File: src/rtl/blink_led_core.sv
// blink_led_core: memory-mapped multi-LED blinker driven by a periodic tick.
// Each LED i toggles every period[i] ticks. A period of 0 parks the LED off.
// Ports:
//   clk, rst   - system clock, asynchronous active-high reset
//   tick       - single-cycle enable pulse from the refresh generator
//   cs, write  - slot select and write strobe (write qualified by cs)
//   read       - read strobe (qualified by cs); no side effects
//   addr       - register index: 0..N_LED-1 period regs, N_LED status
//   wr_data    - write data; only bits [PW-1:0] are stored
//   rd_data    - combinational read data for addr
//   led        - LED drive, bit i = LED i
module blink_led_core #(
  parameter int unsigned N_LED = 4,   // 1..16
  parameter int unsigned PW    = 16   // 1..32
) (
  input  logic             clk,
  input  logic             rst,
  input  logic             tick,
  input  logic             cs,
  input  logic             write,
  input  logic             read,
  input  logic [4:0]       addr,
  input  logic [31:0]      wr_data,
  output logic [31:0]      rd_data,
  output logic [N_LED-1:0] led
);

  localparam int unsigned AW = 5;
  localparam int unsigned DW = 32;
  localparam logic [AW-1:0] STATUS_ADDR = AW'(N_LED);

  logic [PW-1:0]    period [N_LED];
  logic [PW-1:0]    cnt    [N_LED];
  logic [N_LED-1:0] wr_hit;
  logic [PW-1:0]    wr_val;

  // Read strobe and upper write-data bits carry no function here.
  logic unused_bits;
  assign unused_bits = ^{read, wr_data};

  assign wr_val = wr_data[PW-1:0];

  // Per-LED write decode.
  always_comb begin
    wr_hit = '0;
    for (int i = 0; i < int'(N_LED); i++) begin
      wr_hit[i] = cs & write & (addr == AW'(i));
    end
  end

  // Period registers, tick counters and LED toggles.
  // A write to LED i restarts its phase and takes priority over a same-cycle tick.
  always_ff @(posedge clk or posedge rst) begin
    if (rst) begin
      for (int i = 0; i < int'(N_LED); i++) begin
        period[i] <= '0;
        cnt[i]    <= '0;
      end
      led <= '0;
    end else begin
      for (int i = 0; i < int'(N_LED); i++) begin
        if (wr_hit[i]) begin
          period[i] <= wr_val;
          cnt[i]    <= '0;
          led[i]    <= 1'b0;
        end else if (period[i] == '0) begin
          cnt[i] <= '0;
          led[i] <= 1'b0;
        end else if (tick) begin
          if (cnt[i] == period[i] - PW'(1)) begin
            cnt[i] <= '0;
            led[i] <= ~led[i];
          end else begin
            cnt[i] <= cnt[i] + PW'(1);
          end
        end
      end
    end
  end

  // Combinational read mux; unmapped addresses return 0.
  always_comb begin
    rd_data = '0;
    for (int i = 0; i < int'(N_LED); i++) begin
      if (addr == AW'(i)) rd_data = DW'(period[i]);
    end
    if (addr == STATUS_ADDR) rd_data = DW'(led);
  end

endmodule

File: config.mk
export PLATFORM = sky130hd
export DESIGN_NAME = blink_led_core
export DESIGN_NICKNAME = d
export VERILOG_FILES = /design/src/rtl/blink_led_core.sv
export SDC_FILE = /design/constraint.sdc
export NUM_CORES = 1
export LEC_CHECK = 0
export CORE_UTILIZATION = 32
export DETAILED_ROUTE_END_ITERATION = 8
export PLACE_DENSITY_LB_ADDON = 0.12
export SLEW_MARGIN = 25
export SYNTH_ARGS = -nofsm -noshare
export SYNTH_HDL_FRONTEND = slang
export SYNTH_SLANG_ARGS = --single-unit
File: constraint.sdc
create_clock -name clk -period 5.5 [get_ports clk]
set_input_delay 0.825 -clock clk [delete_from_list [all_inputs] [get_ports clk]]
set_output_delay 0.825 -clock clk [all_outputs]
set_load 0.01 [all_outputs]
-- Word level (Yosys, flattened, before mapping)
Index checks and enable logic that the tools add are counted.
- output and inout bits: 36
- input port bits: 43
- word-level logic and storage cells: 91
- register bits after elaboration: 132
- mux-type cells: 37
- eq/ne operators: 8
- add/sub/neg operators: 8
- bitwise logic cells: 9
- reductions and logical operators: 17
- operators by type and width (operator ; count):
    $mux 16 ; 17
    $mux 32 ; 4
    $add 16x1->16 const B ; 4
    $eq 16x16->1 ; 4
    $logic_not 16->1 ; 4
    $sub 16x1->16 const B ; 4
    $reduce_bool 3->1 ; 8
    $mux 1 ; 16
    $eq 5x2->1 const B ; 2
    $reduce_and 2->1 ; 4
    $and 1x1->1 ; 5
    $eq 5x1->1 const B ; 1
    $eq 5x3->1 const B ; 1
    $logic_not 5->1 ; 1
    $not 1->1 ; 4

-- Depth between registers and ports, before layout
- word-level depth: 6
- depth in mapped cells: 13
- gate-level depth less buffers: 10

-- Worst setup path before layout
No wires, ideal clock.
- path type: input to output
- start point: in addr[0]
- end point: out rd_data[10]
- path buffers: 2
- arrival time: 2.465 ns
- stages: 6
- setup slack: 2.210 ns
- path through: clkbuf_1 -> or4b_2 -> nor2_1 -> clkbuf_1 -> a222oi_1 -> nand2_1
- cells in the longest elaborated chain, start to end: 6
- elaborated cells between the ends (all ways): 10
- classes of those cells: eq/ne (4); mux (5); reduce/logical (1)
- ends and longest elaborated chain (what ; RTL line ; source):
    start: declaration ; 22 ; input logic [4:0] addr,
    $logic_not 5->1 ; 85 ; if (addr == AW'(i)) rd_data = DW'(period[i]);
    $mux 16 ; 85 ;
    $mux 32 (3 in series) ; 85 ;
    $mux 32 * ; 87 ; if (addr == STATUS_ADDR) rd_data = DW'(led);
    end: declaration ; 24 ; output logic [31:0] rd_data,
Every way passes the cells marked *; elsewhere a longest branch is shown, timed or not.

-- Worst setup path after layout
- start point: in addr[4]
- end point: out rd_data[0]
Same word-level chain as after synthesis.

==> run metrics <==
outcome completed; Layout Nets 1013; H-tree Lvls 4; Die H 167 µm; Worst-path clk slew 70 ps; Core Area 0.0268 mm²; postcts setup bufs 0; WL met1 12800 µm; PostCTS Resize Cnt 0; pre-CTS setup slack 1290 ps; Netlist cell types 73; Top Metal Used met4; gr ovfl total 0; critical path fanouts, max 16; Min-Delay Path Class register to register; Longest Clk Path Bufs 2; Lkg Pwr 4.25 nW; cell family with most CP delay simple AND/OR/NAND/NOR gates; total number of vias 7112; largest net degree at the start of global routing 103; initial drt markers 640; area share of the largest cell type after synthesis 37.9%; final hold vios 0; RSZ-0062 raised after global routing no; Skew-Pair Late Insertion Delay 430 ps; syn avg cell area 9.26 µm²; die footprint 0.0279 mm²; Routed Antenna Nets 0; final period utilization 77.6%; Setup TNS 0 ps; final core utilization 37.3%; largest area contributor in the netlist dfrtp_1; Seq. cell area 0.00330 mm²; critical path's slowest cell and3_1; yosys warns 0; Pre-antenna DRT Iters 7; Seq cells post-synth 132; slew of the pin with the lowest slew margin 949 ps; Critical Path AT 3440 ps; CTS buffer count 17; first-pass GRT wire length 41200 µm; vias in the first global route 6775; DRC 0; Max Freq 0.234 GHz; initial antenna violation count 0; peak supply drop 0.212 mV; Syn Std Cell Area 0.00871 mm²; Overall Global Routing Usage 19.4%; sequential-to-total area share from yosys stat 37.9%; # rows 60; ANT cells 0; Post-synth EDFFs 0; routability cong. 0.825; worst path required time 4680 ps; fill count 2684; hold buffers post-CTS 0; CTS tree done; setup slack after layout 1230 ps; Largest stage delay, worst path 750 ps; Initial Util 32.5%; drt wl/cell 19.9 µm; WS Path Type input pin to output port; final setup vio count 0; hold slack 566 ps; Layout Cells excl Fill 1316; min Tclk post-route 4270 ps; most used cell, CP clkdlybuf4s50_1; Area Growth Syn to Fin 15.0%; Detail Placement HPWL 19000 µm; Pwr per Cell Area 349 mW/mm²; Total Routed Length 26200 µm; WL met2 12100 µm; Vias/cell 5.40; Top FF cell, synth dfrtp_1; CP Launch Type input pin; layout cell share with drive strength beyond 1 14.4%; Port Buf Inserts 45; area occupied by multi-input gates 0.00505 mm²; CP Capture Type output port; metal3 WL 811 µm; pins over their slew limit 0; root buffer cell clkbuf_16; WP buf/inv 2; Slew headroom 36.3%; maximum capacitance violations 0; ranking of synthesized cells by area dfrtp_1 (38%), mux2_2 (8.3%), xnor2_1 (6.9%), xor2_1 (5.2%), nand2_1 (3.6%); async set-reset flop share out of synthesis 100%; Syn Inst Count 940; CTS sink cnt 132; critical path, cell by cell clkdlybuf4s50_1, nor3_1, and3_1, a22oi_1, nand2_1, clkdlybuf4s50_1; clock skew 12.3 ps; I/O pins 79; die width 167 µm; placed cells 1284
## layout make-up
cell class,count,area share [%]
clock inverters,15,1.71
well taps,341,4.26
multi-input cells,734,50.5
inverters,19,0.788
flip-flops and latches,132,33.0
repair buffers,58,5.48
clock buffers,17,4.25
## layer usage
| layer | up-vias | global-route usage [%] |
|---|---|---|
| met5 | - | 0 |
| met4 | 0 | 5.23 |
| met3 | 21 | 3.35 |
| met2 | 140 | 30.2 |
| met1 | 3540 | 27.4 |
| li1 | 3411 | - |
## synth_stat cells, drive strengths merged (9+ instances only)
library cell / instances
mux2: 64
xnor2: 69
buf: 25
nor2: 90
nand4b: 11
nand2: 83
nand3b: 11
xor2: 52
nand2b: 11
o21ai: 17
nor4: 16
inv: 19
or4: 12
or3: 9
nor3: 32
and3: 24
dfrtp: 132
nand4: 14
a21oi: 28
clkbuf: 45
a222oi: 16
nand3: 35
## cell usage in the layout, fill, tap and decap left out, types with 13 or more instances in the layout
cell             count
dfrtp_1            132
nand2_1             83
nor2_1              80
xnor2_1             69
mux2_2              64
xor2_1              52
clkdlybuf4s50_1     45
nand3_1             35
nor3_1              31
a21oi_1             28
and3_1              24
inv_1               18
o21ai_0             17
clkbuf_16           17
a222oi_1            16
conb_1              16
nor4_1              15
nand4_1             14
buf_4               13
## registers in the layout, summed over array words and instances, names as in the netlist
name,flops
led,4
period,64
cnt,64
## report_power, final
group | total (W) | internal, W | switching, W
clock | 0.00119 | 0.000682 | 0.000504
sequential | 0.00139 | 0.00110 | 0.000285
combinational | 0.000922 | 0.000441 | 0.000480
total | 0.00350 | 0.00223 | 0.00127
## worst min-delay path, delay by kind of cell (launching register included)
family / cells / cell delay (ps)
DFF: 1 / 380
xor gates and xnor gates: 1 / 80
and+or+nand+nor: 1 / 70
## metrics by stage
step           power (W)  area, µm²
4_1_cts          0.00352      10000
3_3_place_gp     0.00231       9400
5_1_grt          0.00370      10000
2_1_floorplan    0.00206       8760
6_report         0.00350      10000
3_5_place_dp     0.00232       9400
## worst paths after layout
check	to	startpoint	cells past startpoint	slack (ps)
min in group asynchronous	cnt[27]	rst	2	970
min reg2reg	cnt[47]	cnt[47]	2	570
min	cnt[47]	cnt[47]	2	570
max reg2reg	cnt[41]	period[36]	8	1980
max in group asynchronous	period[32]	rst	3	3600
max	rd_data[0]	addr[4]	6	1230
## logic make-up after synthesis
kind of cell,Yosys count,share of synthesized area [%]
xor gates and xnor gates,121,12.2
and+or+nand+nor,388,23.7
AOI/OAI and AO/OA,129,10.7
other,1,0.0431
adders and majority gates,8,1.15
muxes,72,9.34
buffers and inverters,89,4.93
DFF,132,37.9
Note: power is estimated with default switching activity, not from simulation.
